`src/rtl/fault_sim_sequencer.sv`:
```
// fault_sim_sequencer
// Runs a serial fault-simulation campaign. For every fault in the collapsed
// list, the sequencer enables injection into the faulty copy and applies every
// pattern from the pattern store to both copies. It compares their responses
// and emits one dictionary record (fault index plus per-pattern syndrome) over
// a valid/ready stream.
//
// Build option: define FAULT_DROP_EN to stop a fault at its first detecting
// pattern. Syndrome bits for patterns that were not applied stay 0.
//
// Ports:
//   clk, rst_n          clock (rising edge), synchronous active-low reset
//   start               begin a campaign (honoured only in IDLE or DONE)
//   busy, done          campaign in progress / campaign finished
//   fault_idx           fault currently selected for injection
//   inject_en           injection enable to the faulty copy
//   pat_addr, pat_data  pattern store read port (1-cycle read latency)
//   dut_in              vector applied to both copies
//   good_out,faulty_out responses of good and faulty copies
//   dict_*              dictionary record stream (valid/ready)
//   detected_cnt        number of faults with a non-zero syndrome
module fault_sim_sequencer #(
    parameter int unsigned NUM_FAULTS    = 6508,
    parameter int unsigned NUM_PATTERNS  = 51,
    parameter int unsigned IN_W          = 32,
    parameter int unsigned OUT_W         = 32,
    parameter int unsigned SETTLE_CYCLES = 4,
    localparam int unsigned FW = (NUM_FAULTS > 1) ? $clog2(NUM_FAULTS) : 1,
    localparam int unsigned PW = (NUM_PATTERNS > 1) ? $clog2(NUM_PATTERNS) : 1,
    localparam int unsigned CW = $clog2(NUM_FAULTS + 1)
) (
    input  logic                    clk,
    input  logic                    rst_n,
    input  logic                    start,
    output logic                    busy,
    output logic                    done,
    output logic [FW-1:0]           fault_idx,
    output logic                    inject_en,
    output logic [PW-1:0]           pat_addr,
    input  logic [IN_W-1:0]         pat_data,
    output logic [IN_W-1:0]         dut_in,
    input  logic [OUT_W-1:0]        good_out,
    input  logic [OUT_W-1:0]        faulty_out,
    output logic                    dict_valid,
    input  logic                    dict_ready,
    output logic [FW-1:0]           dict_fault,
    output logic [NUM_PATTERNS-1:0] dict_syndrome,
    output logic [CW-1:0]           detected_cnt
);

    localparam int unsigned SW = $clog2(SETTLE_CYCLES + 1);

    typedef enum logic [2:0] {
        S_IDLE    = 3'd0,
        S_INJECT  = 3'd1,
        S_FETCH   = 3'd2,
        S_SETTLE  = 3'd3,
        S_COMPARE = 3'd4,
        S_EMIT    = 3'd5,
        S_RELEASE = 3'd6,
        S_DONE    = 3'd7
    } state_t;

    state_t          state_q;
    state_t          state_d;

    logic [PW-1:0]   pat_idx;
    logic [SW-1:0]   settle_cnt;
    logic            fetch_ph;      // 0: address presented, 1: read data valid
    logic            busy_d;
    logic            done_d;
    logic            inject_en_d;
    logic            dict_valid_d;

    logic            cmp_diff;
    logic            last_pat;
    logic            last_fault;
    logic            settle_end;
    logic            pat_stop;

    assign cmp_diff   = (good_out != faulty_out);
    assign last_pat   = (pat_idx == PW'(NUM_PATTERNS - 1));
    assign last_fault = (fault_idx == FW'(NUM_FAULTS - 1));
    assign settle_end = (settle_cnt == SW'(SETTLE_CYCLES - 1));

    // Leave the pattern loop after the last pattern, or on first detection when dropping
`ifdef FAULT_DROP_EN
    assign pat_stop = last_pat || cmp_diff;
`else
    assign pat_stop = last_pat;
`endif

    // State register
    always_ff @(posedge clk) begin
        if (!rst_n) begin
            state_q <= S_IDLE;
        end else begin
            state_q <= state_d;
        end
    end

    // Next-state logic
    always_comb begin
        state_d = state_q;
        case (state_q)
            S_IDLE, S_DONE: begin
                if (start) begin
                    state_d = S_INJECT;
                end
            end
            S_INJECT: begin
                state_d = S_FETCH;
            end
            S_FETCH: begin
                if (fetch_ph) begin
                    state_d = S_SETTLE;
                end
            end
            S_SETTLE: begin
                if (settle_end) begin
                    state_d = S_COMPARE;
                end
            end
            S_COMPARE: begin
                state_d = pat_stop ? S_EMIT : S_FETCH;
            end
            S_EMIT: begin
                if (dict_ready) begin
                    state_d = S_RELEASE;
                end
            end
            S_RELEASE: begin
                state_d = last_fault ? S_DONE : S_INJECT;
            end
            default: begin
                state_d = S_IDLE;
            end
        endcase
    end

    // Output decode of the state being entered; registered below so the flops track state_q
    always_comb begin
        busy_d       = 1'b1;
        done_d       = 1'b0;
        inject_en_d  = 1'b0;
        dict_valid_d = 1'b0;
        case (state_d)
            S_IDLE: begin
                busy_d = 1'b0;
            end
            S_DONE: begin
                busy_d = 1'b0;
                done_d = 1'b1;
            end
            S_INJECT, S_FETCH, S_SETTLE, S_COMPARE: begin
                inject_en_d = 1'b1;
            end
            S_EMIT: begin
                inject_en_d  = 1'b1;
                dict_valid_d = 1'b1;
            end
            default: begin
                busy_d = 1'b1;
            end
        endcase
    end

    // Datapath: fault/pattern indices, vector load, syndrome and record registers
    always_ff @(posedge clk) begin
        if (!rst_n) begin
            busy          <= 1'b0;
            done          <= 1'b0;
            inject_en     <= 1'b0;
            dict_valid    <= 1'b0;
            fault_idx     <= '0;
            pat_addr      <= '0;
            dut_in        <= '0;
            dict_fault    <= '0;
            dict_syndrome <= '0;
            detected_cnt  <= '0;
            pat_idx       <= '0;
            settle_cnt    <= '0;
            fetch_ph      <= 1'b0;
        end else begin
            busy       <= busy_d;
            done       <= done_d;
            inject_en  <= inject_en_d;
            dict_valid <= dict_valid_d;
            case (state_q)
                S_IDLE, S_DONE: begin
                    if (start) begin
                        fault_idx    <= '0;
                        detected_cnt <= '0;
                    end
                end
                S_INJECT: begin
                    pat_idx       <= '0;
                    pat_addr      <= '0;
                    dict_syndrome <= '0;
                    fetch_ph      <= 1'b0;
                end
                S_FETCH: begin
                    fetch_ph   <= ~fetch_ph;
                    settle_cnt <= '0;
                    if (fetch_ph) begin
                        dut_in <= pat_data;
                    end
                end
                S_SETTLE: begin
                    settle_cnt <= settle_cnt + SW'(1);
                end
                S_COMPARE: begin
                    dict_syndrome[pat_idx] <= cmp_diff;
                    if (pat_stop) begin
                        dict_fault <= fault_idx;
                    end else begin
                        pat_idx  <= pat_idx + PW'(1);
                        pat_addr <= pat_idx + PW'(1);
                        fetch_ph <= 1'b0;
                    end
                end
                S_EMIT: begin
                    if (dict_ready && (dict_syndrome != '0)) begin
                        detected_cnt <= detected_cnt + CW'(1);
                    end
                end
                S_RELEASE: begin
                    if (!last_fault) begin
                        fault_idx <= fault_idx + FW'(1);
                    end
                end
                default: begin
                end
            endcase
        end
    end

endmodule

```
`config.mk`:
```
export PLATFORM = sky130hd
export DESIGN_NAME = fault_sim_sequencer
export DESIGN_NICKNAME = d
export VERILOG_FILES = /design/src/rtl/fault_sim_sequencer.sv
export SDC_FILE = /design/constraint.sdc
export NUM_CORES = 1
export LEC_CHECK = 0
export ABC_AREA = 0
export BUFFER_PORTS_ARGS = -buffer_cell sky130_fd_sc_hd__buf_4
export CAP_MARGIN = 5
export CORE_ASPECT_RATIO = 1.1
export CORE_MARGIN = 3
export CORE_UTILIZATION = 54
export CTS_CLUSTER_SIZE = 28
export DETAILED_ROUTE_END_ITERATION = 10
export PLACE_DENSITY = 0.87
export SLEW_MARGIN = 20
export SYNTH_ARGS = -nofsm -noshare
export SYNTH_HDL_FRONTEND = slang
export SYNTH_SLANG_ARGS = --single-unit
```
`constraint.sdc`:
```
create_clock -name clk -period 3.7 [get_ports clk]
set_input_delay 0.185 -clock clk [delete_from_list [all_inputs] [get_ports clk]]
set_output_delay 0.185 -clock clk [all_outputs]
set_load 0.02 [all_outputs]
```
==> results of run 1 <==
-- area by class of cell --
type | count | share of cell area [%]
inverters | 7 | 0.2976
clock inverters | 13 | 1.360
multi-input cells | 570 | 39.00
flip-flops and latches | 139 | 31.51
clock buffers | 19 | 5.130
well taps | 150 | 2.126
repair buffers | 242 | 20.58
-- cell families after synthesis --
family / share of synthesized area, %
buffers and inverters: 3.182
adders and majority gates: 1.171
AOI/OAI and AO/OA: 14.70
and+or+nand+nor: 28.62
DFF: 43.41
xor gates and xnor gates: 6.422
muxes: 2.498
-- state kept, by name, summed over array words and instances (netlist names) --
register,cells
dict_fault,13
busy,1
state_q,3
fetch_ph,1
dict_valid,1
dict_syndrome,51
fault_idx,13
done,1
inject_en,1
pat_idx,6
settle_cnt,3
dut_in,32
detected_cnt,13
-- through the flow --
step | hold slack, ns | utilization, %
after CTS | 0.01020 | 76.46
after detailed placement | 0.4568 | 71.49
after global routing | 0.02063 | 76.50
after global placement | 0.4474 | 71.49
after floorplan | 0.3299 | -
final | 0.02340 | 76.50
-- placed cells by master, fill, tap and decap left out, types with 4 or more instances in the layout --
cell | netlist | final
buf_4 | 0 | 242
nand2_1 | 141 | 141
dfxtp_1 | 139 | 139
nand3_1 | 69 | 69
o21ai_0 | 60 | 59
xor2_1 | 43 | 43
a21boi_0 | 37 | 37
nor2b_1 | 23 | 23
nor2_1 | 23 | 22
nor4_1 | 20 | 20
clkbuf_16 | 0 | 17
mux2i_1 | 16 | 16
nand4_1 | 14 | 14
a21oi_1 | 10 | 10
or4_1 | 9 | 9
nor3_1 | 8 | 8
inv_1 | 7 | 7
nor3b_1 | 8 | 7
o21ai_2 | 6 | 7
nand3b_1 | 6 | 6
ha_1 | 6 | 6
or3_1 | 5 | 5
nand2b_1 | 5 | 5
and3_1 | 5 | 5
clkinv_4 | 0 | 5
o21a_1 | 4 | 4
o31ai_1 | 4 | 4
xnor2_1 | 4 | 4
-- critical path, cell delays in order, from the launching register on --
cell       delay (ns)
dfxtp_1          0.73
nand2_1          0.26
o311a_1          0.47
nor4_1           0.81
o2111ai_1        0.26
o211ai_1         0.17
-- power by group through the flow --
stage | sequential, mW | combinational, mW | clock [mW]
finish | 1.54 | 0.342 | 1.62
global route | 1.54 | 0.370 | 1.70
CTS | 1.54 | 0.342 | 1.63
detailed placement | 1.57 | 0.339 | 0
global placement | 1.57 | 0.333 | 0
floorplan | 1.58 | 0.181 | 0
-- worst paths after layout --
check	from	endpoint	slack (ns)
setup reg to reg	state_q[2]	busy	0.92
hold reg to reg	settle_cnt[2]	settle_cnt[2]	0.46
hold / removal	pat_data[30]	dut_in[30]	0.02
setup / recovery	state_q[2]	busy	0.92
-- cells in the mapped netlist, types with 5 or more instances --
library cell	number
and3_1	5
clkbuf_1	36
nand3b_1	6
nor3_1	8
a21boi_0	37
mux2i_1	16
a21oi_1	10
nand4_1	14
or3_1	5
nor2b_1	23
xor2_1	43
nand3_1	69
dfxtp_1	139
nor2_1	23
or4_1	9
ha_1	6
nor4_1	20
inv_1	7
nand2b_1	5
o21ai_0	60
nand2_1	141
nor3b_1	8
o21ai_2	6
-- metal layers --
metal | global-route usage, % | vias up | wire, um
met5 | 0 | - | 0
met3 | 6.887 | 27 | 1613
met1 | 33.91 | 2911 | 7217
met2 | 48.90 | 261 | 9833
li1 | - | 3108 | -
met4 | 9.977 | 0 | 336
==> reports/metrics.csv, run 1 <==
metric,value,unit
top_reg_cell synth,dfxtp_1,
Tot Pwr,3.496,mW
Int Pwr,2.635,mW
clock slew at reported path FFs,0.06,ns
Worst EP arrival,3.11,ns
Post-synth EDFFs,0,
Die H,120.3,um
port bufs,231,
pwr dens,396.0,mW/mm2
# DRC,0,
Die ar.,0.01322,mm2
GRT Overall Usage,28.36,%
routability cong.,0.8351,
RSZ-0062 raised after global routing,no,
async set-reset flop share out of synthesis,0,%
syn avg cell area,8.434,um2
critical path capture point type,flop,
routed vias/inst,5.532,
Mapped Nets,866,
Synth Cell Area,0.006410,mm2
HPWL after DPL,13.47,mm
initial DRC count,446,
Root Driver,clkbuf_16,
sequential cell area,0.002783,mm2
YS warnings,0,
CTS H-tree depth,4,
area share of the largest cell type after synthesis,43.41,%
Sw Ratio,24.63,%
post-synth top area cell,dfxtp_1,
CTS Sinks,139,
chip width,109.9,um
WL final,19.00,mm
pre-CTS setup slack,1.018,ns
critical path class,flop to flop,
Area after DPL,0.008252,mm2
share of cells above drive strength 1,30.30,%
"crit path setup slack, layout",0.9186,ns
grt ovf,0,
Sw Pwr,0.8611,mW
nets,1083,
total setup buffers inserted after CTS,0,
fin crit share,75.17,%
routed via count,6307,
TritonCTS clock tree,built,
Rows,41,
Worst Path Required,4.03,ns
Pre-antenna DRT Iters,4,
Max VDD drop,305.3,uV
clock tree buffer depth,2,
Yosys cell types,54,
worst rel slew slack,27.67,%
Comb pwr share,9.8,%
fillcell total,898,
post-synthesis sequential area ratio,43.41,%
CTS-repair resized insts,0,
placed insts,1108,
area of the core,0.01154,mm2
Layout Cell Area excl Fill,0.008830,mm2
Hold Crit Class,input pin to flop,
area of the multi-input gates,0.003443,mm2
register share of total power,44.0,%
Yosys reg bits,139,
clock share of power,46.3,%
Worst setup SP type,flop,
CTS Hold Bufs,0,
hold path depth,3,
initial antenna violation count,0,
static leakage,3.547,nW
Least-Margin Pin Slew,1.082,ns
Fin Setup TNS,0,ns
crit path max fanout,23,
initial core utilization,55.53,%
Ports,232,
final non-filler cell total,1140,
outcome,finished clean,
Synth Instances,760,
MaxCap Viol Count,0,
final critical-path required period,2.781,ns
first-pass GRT wire length,29.33,mm
Hold Fails Final Rpt,0,
vias in the first global route,5902,
Layout area overhead,37.75,%
number of buffers created by CTS,17,
antenna diode count,0,
ranking of synthesized cells by area,"dfxtp_1 (43%), nand2_1 (8.3%), xor2_1 (5.9%)",
Reg2Reg Depth,5,
pin count of the biggest net entering global routing,81,
final setup vio count,0,
Routed Antenna Nets,0,
clk_lat worst skew,0.42,ns
Clock Skew,0.007451,ns
Avg WL per Cell,16.67,um
Max Freq,0.3595,GHz
pins over their slew limit,0,
Note: power is estimated with default switching activity, not from simulation.
==> run 2: changes to the inputs <==
Settings changed: CORE_UTILIZATION 54 to 45, PLACE_DENSITY 0.87 to 0.77.
Clock period 3.7 ns to 2.3 ns, I/O delays scaled along.
==> reports/metrics.csv, run 2 (same netlist as run 1, synthesis figures left out) <==
metric,value,unit,change
outcome,finished clean,,unchanged
final critical-path required period,2.210,ns,was 2.781 ns
WL final,19.58,mm,was 19.00 mm
antenna diode count,0,,unchanged
first-pass GRT wire length,31.66,mm,was 29.33 mm
Avg WL per Cell,15.67,um,was 16.67 um
Worst Hold End,busy,,was dut_in[30]
clk_lat worst skew,0.42,ns,about the same
Least-Margin Pin Slew,0.6944,ns,was 1.082 ns
critical path class,flop to flop,,unchanged
port bufs,231,,unchanged
initial antenna violation count,0,,unchanged
Max Freq,0.4526,GHz,was 0.3595 GHz
Largest regs,"dict_syndrome: 51 flops, dut_in: 32 flops",,unchanged
fin crit share,96.07,%,was 75.17%
Die ar.,0.01571,mm2,was 0.01322 mm2
pin count of the biggest net entering global routing,52,,was 81
pins over their slew limit,0,,unchanged
Fin Setup TNS,0,ns,unchanged
Reg with most FFs,dict_syndrome,,unchanged
Area after DPL,0.008584,mm2,was 0.008252 mm2
initial core utilization,46.28,%,was 55.53%
vias in the first global route,6547,,was 5902
min-delay src,start,,was pat_data[30]
Die H,131.2,um,was 120.3 um
Hold Fails Final Rpt,0,,unchanged
share of cells above drive strength 1,31.67,%,was 30.30%
initial DRC count,404,,was 446
routed vias/inst,5.299,,was 5.532
HPWL after DPL,14.06,mm,was 13.47 mm
grt ovf,0,,unchanged
Ports,232,,unchanged
hold path depth,3,,unchanged
fillcell total,1129,,was 898
TritonCTS clock tree,built,,unchanged
worst rel slew slack,53.22,%,was 27.67%
Max VDD drop,465.8,uV,was 305.3 uV
number of buffers created by CTS,17,,unchanged
nets,1155,,was 1083
GRT Overall Usage,24.81,%,was 28.36%
final hold slack,0.09105,ns,was 0.02340 ns
pwr dens,640.3,mW/mm2,was 396.0 mW/mm2
Layout Cell Area excl Fill,0.009582,mm2,was 0.008830 mm2
Pre-antenna DRT Iters,5,,was 4
Reg-to-Reg End,detected_cnt[7],,was busy
max reg flops,51,,unchanged
Root Driver,clkbuf_16,,unchanged
critical path capture point type,flop,,unchanged
final setup vio count,0,,unchanged
reg2reg start,dict_syndrome[38],,was state_q[2]
Rows,45,,was 41
routability cong.,0.8653,,was 0.8351
chip width,119.8,um,was 109.9 um
MaxCap Viol Count,0,,unchanged
Worst EP arrival,2.56,ns,was 3.11 ns
# DRC,0,,unchanged
FF-to-FF setup slack,0.09,ns,was 0.92 ns
Routed Antenna Nets,0,,unchanged
Worst Path Required,2.65,ns,was 4.03 ns
most frequent cells in the layout,"buf_4 (281), nand2_1 (141), dfxtp_1 (139)",,"was buf_4 (242), nand2_1 (141), dfxtp_1 (139)"
crit path max fanout,10,,was 23
RSZ-0062 raised after global routing,yes,,was no
Layout area overhead,49.48,%,was 37.75%
clock slew at reported path FFs,0.06,ns,about the same
static leakage,3.929,nW,was 3.547 nW
clock tree buffer depth,2,,unchanged
Reg2Reg Depth,7,,was 5
area of the core,0.01385,mm2,was 0.01154 mm2
routed via count,6619,,was 6307
"most common cell after layout, fill and taps aside",buf_4,,unchanged
Tot Pwr,6.135,mW,was 3.496 mW
Hold Crit Class,input pin to flop,,unchanged
Clock Skew,0.006004,ns,was 0.007451 ns
CTS H-tree depth,4,,unchanged
CTS Sinks,139,,unchanged
Worst setup SP type,flop,,unchanged
[run 2: cell type report]
| cell class | instances | area, um2 | share of cell area [%] |
|---|---|---|---|
| tap | 188 | 235.2 | 2.455 |
| multi-input combinational | 570 | 3445 | 35.95 |
| inverter | 7 | 26.28 | 0.2742 |
| clock buffer | 24 | 491.7 | 5.132 |
| clock inverter | 7 | 160.2 | 1.671 |
| timing repair buffer | 314 | 2441 | 25.48 |
| sequential | 139 | 2783 | 29.04 |
[run 2: metrics by stage]
stage	instances	utilization [%]	worst slack, ns
final	1249	69.18	0.09043
after global routing	1249	69.18	-0.02431
after CTS	1247	69.00	0.02495
after detailed placement	1184	61.98	0.06225
after global placement	1184	61.98	0.1382
after floorplan	760	-	-0.04262
[run 2: timing repair]
item,4_1_cts,5_1_grt
gates resized for setup,0,3
hold buffers,32,0
setup endpoints to repair,0,4
setup buffers,0,2
hold endpoints to repair,32,0
[run 2: how the worst max path moves through the flow]
| stage | cells past startpoint | to | slack [ns] | from |
|---|---|---|---|---|
| CTS | 6 | detected_cnt[12] | 0.02 | dict_syndrome[38] |
| floorplan | 6 | detected_cnt[0] | -0.04 | dict_syndrome[37] |
| finish | 7 | detected_cnt[7] | 0.09 | dict_syndrome[38] |
| global route | 6 | detected_cnt[0] | -0.02 | dict_syndrome[37] |
| detailed placement | 6 | detected_cnt[12] | 0.06 | dict_syndrome[38] |
| global placement | 6 | detected_cnt[11] | 0.14 | dict_syndrome[37] |
[run 2: worst max-delay path: stages, from the launching register on]
cell      delay, ns
dfxtp_1        0.32
or4_1          0.51
or4_4          0.57
o41ai_4        0.26
buf_6          0.19
buf_4          0.12
o21ai_2        0.06
a21boi_2       0.11
[run 2: report_power, final]
part / switching [mW] / total (mW) / internal (mW)
clock: 0.989 / 3.02 / 2.03
combinational: 0.334 / 0.657 / 0.323
sequential: 0.0176 / 2.46 / 2.44
[run 2: routing by layer]
layer / routed length, um / share of wire [%] / track usage, % / vias up
met5: 0 / 0 / 0 / -
met4: 615 / 3.1 / 11.39 / 0
met3: 1431 / 7.3 / 6.586 / 39
met2: 9915 / 51 / 42.59 / 263
met1: 7614 / 39 / 28.71 / 3063
li1: - / - / - / 3254
==> run 3: changes to the inputs <==
--- a/config.mk
+++ b/config.mk
@@ -10,5 +10,7 @@
 export CAP_MARGIN = 5
+export CELL_PAD_IN_SITES_DETAIL_PLACEMENT = 0
+export CELL_PAD_IN_SITES_GLOBAL_PLACEMENT = 2
 export CORE_ASPECT_RATIO = 1.1
 export CORE_MARGIN = 3
-export CORE_UTILIZATION = 45
+export CORE_UTILIZATION = 25
 export CTS_CLUSTER_SIZE = 28
@@ -16,2 +18,3 @@
 export PLACE_DENSITY = 0.77
+export SKIP_CTS_REPAIR_TIMING = 1
 export SLEW_MARGIN = 20
==> constraint.sdc (replaced) <==
create_clock -name clk -period 2.3 [get_ports clk]
set_input_delay 0.345 -clock clk [delete_from_list [all_inputs] [get_ports clk]]
set_output_delay 0.345 -clock clk [all_outputs]
set_load 0.02 [all_outputs]
==> reports/metrics.csv, run 3 (same netlist as run 1, synthesis figures left out) <==
metric,value,unit,change
Largest regs,"dict_syndrome: 51 flops, dut_in: 32 flops",,unchanged
Max Freq,0.4399,GHz,was 0.4526 GHz
# DRC,0,,unchanged
pins over their slew limit,0,,unchanged
global-route met3 utilization,4.308,%,was 6.586%
cell depth of the worst setup path,7,,unchanged
chip width,158.7,um,was 119.8 um
"most used cell, CP",or4_4,,
Worst setup SP type,flop,,unchanged
Rows,60,,was 45
pwr dens,619.3,mW/mm2,was 640.3 mW/mm2
clk_lat worst skew,0.43,ns,was 0.42 ns
RSZ-0062 raised after global routing,yes,,unchanged
fillcell total,2579,,was 1129
area of the multi-input gates,0.003485,mm2,was 0.003445 mm2
Least-Margin Pin Slew,0.7608,ns,was 0.6944 ns
reg2reg start,dict_syndrome[37],,was dict_syndrome[38]
CP top delay family,simple AND/OR/NAND/NOR gates,,unchanged
grt ovf,0,,unchanged
Die H,173.9,um,was 131.2 um
Avg WL per Cell,15.49,um,was 15.67 um
vias in the first global route,6011,,was 6547
most frequent cells in the layout,"buf_4 (275), nand2_1 (141), dfxtp_1 (138)",,"was buf_4 (281), nand2_1 (141), dfxtp_1 (139)"
Crit path buffers/inverters,2,,unchanged
first-pass GRT wire length,32.64,mm,was 31.66 mm
GRT Overall Usage,14.85,%,was 24.81%
Hold Fails Final Rpt,0,,unchanged
final hold slack,0.1836,ns,was 0.09105 ns
final core occ,38.43,%,was 69.18%
CTS Sinks,139,,unchanged
Sw Ratio,27.12,%,was 21.85%
Routed Antenna Nets,0,,unchanged
Reg-to-Reg End,detected_cnt[3],,was detected_cnt[7]
crit path capture,detected_cnt[3],,was detected_cnt[7]
routed via count,6248,,was 6619
Die ar.,0.02760,mm2,was 0.01571 mm2
Reg2Reg Depth,7,,unchanged
Layout area overhead,48.98,%,was 49.48%
CTS H-tree depth,4,,unchanged
pin count of the biggest net entering global routing,52,,unchanged
critical path class,flop to flop,,unchanged
Comb pwr share,11.1,%,was 10.7%
Sw Pwr,1.604,mW,was 1.341 mW
FF-to-FF setup slack,0.03,ns,was 0.09 ns
worst setup path start,dict_syndrome[37],,was dict_syndrome[38]
Root Driver,clkbuf_16,,unchanged
gr busiest metal,met2,,unchanged
routed vias/inst,4.554,,was 5.299
crit path max fanout,9,,was 10
sequential cell area,0.002784,mm2,was 0.002783 mm2
TritonCTS clock tree,built,,unchanged
share of cells above drive strength 1,33.85,%,was 31.67%
Tot Pwr,5.913,mW,was 6.135 mW
Int Pwr,4.310,mW,was 4.794 mW
CP cell instances,or4_4 > or4_4 > o41ai_4 > buf_6 > clkbuf_16 > or3_4 > a21oi_2,,was or4_1 > or4_4 > o41ai_4 > buf_6 > buf_4 > o21ai_2 > a21boi_2
fin crit share,98.83,%,was 96.07%
final critical-path required period,2.273,ns,was 2.210 ns
Pre-antenna DRT Iters,4,,was 5
clock tree buffer depth,2,,unchanged
"slowest stage delay, CP",0.57,ns,about the same
initial DRC count,283,,was 404
Clock Skew,0.01597,ns,was 0.006004 ns
register share of total power,41.5,%,was 40.1%
critical path capture point type,flop,,unchanged
antenna diode count,0,,unchanged
initial antenna violation count,0,,unchanged
Reg with most FFs,dict_syndrome,,unchanged
outcome,finished clean,,unchanged
worst rel slew slack,48.75,%,was 53.22%
nets,1124,,was 1155
final setup vio count,0,,unchanged
met2 GRT Util,24.26,%,was 42.59%
Max VDD drop,376.6,uV,was 465.8 uV
area of the core,0.02485,mm2,was 0.01385 mm2
Worst Path Required,2.61,ns,was 2.65 ns
Worst EP arrival,2.58,ns,was 2.56 ns
CP max-delay cell,or4_4,,unchanged
WL final,21.25,mm,was 19.58 mm
"most common cell after layout, fill and taps aside",buf_4,,unchanged
clock slew at reported path FFs,0.07,ns,was 0.06 ns
Hold Crit Class,input pin to flop,,unchanged
clock share of power,47.4,%,was 49.2%
MaxCap Viol Count,0,,unchanged
port bufs,231,,unchanged
initial core utilization,25.80,%,was 46.28%
HPWL after DPL,15.27,mm,was 14.06 mm
static leakage,3.814,nW,was 3.929 nW
max reg flops,51,,unchanged
number of buffers created by CTS,17,,unchanged
routability cong.,0.7560,,was 0.8653
GR Util met1,18.98,%,was 28.71%
Ports,232,,unchanged
[run 3: layout make-up]
type                       count  area share (%)
clock buffer                  17           4.455
timing repair buffer         283           23.31
tap                          341           4.468
sequential                   139           29.15
multi-input combinational    570           36.49
clock inverter                15           1.847
inverter                       7          0.2752
[run 3: through the flow]
step | std cells | TNS [ns] | area, um2 | setup slack (ns)
after floorplan | 760 | -0.04262 | 6410 | -0.04262
after global placement | 1337 | 0 | 8838 | 0.08766
after detailed placement | 1337 | 0 | 8838 | 0.03794
after CTS | 1369 | 0 | 9440 | 0.01218
after global routing | 1372 | -0.1044 | 9549 | -0.03079
final | 1372 | 0 | 9549 | 0.02696
[run 3: worst register-to-register path, cell delays in order (launching register included)]
cell and delay, ns:
dfxtp_2 0.32, or4_4 0.52, or4_4 0.57, o41ai_4 0.23, buf_6 0.18, clkbuf_16 0.16
or3_4 0.12, a21oi_2 0.04
[run 3: how the worst min path moves through the flow]
stage	start	endpoint	slack [ns]	cells past startpoint
6_report	pat_data[8]	dut_in[8]	0.18	3
5_1_grt	pat_data[25]	dut_in[25]	0.18	3
4_1_cts	pat_data[2]	dut_in[2]	0.16	3
3_5_place_dp	dut_in[24]	dut_in[24]	0.46	2
3_3_place_gp	settle_cnt[2]	settle_cnt[2]	0.45	2
2_1_floorplan	settle_cnt[2]	settle_cnt[2]	0.44	2
[run 3: power groups by stage]
stage	Combinational (mW)	Clock [mW]	Sequential [mW]
after detailed placement	0.622	0	2.51
after CTS	0.625	2.90	2.46
final	0.656	2.80	2.46
after global routing	0.716	2.99	2.46
after global placement	0.622	0	2.51
after floorplan	0.291	0	2.54
[run 3: per-layer routing]
| layer | up-vias | wire [um] |
|---|---|---|
| li1 | 3182 | - |
| met1 | 2862 | 9383 |
| met2 | 186 | 10140 |
| met3 | 18 | 1423 |
| met4 | 0 | 311 |
| met5 | - | 0 |
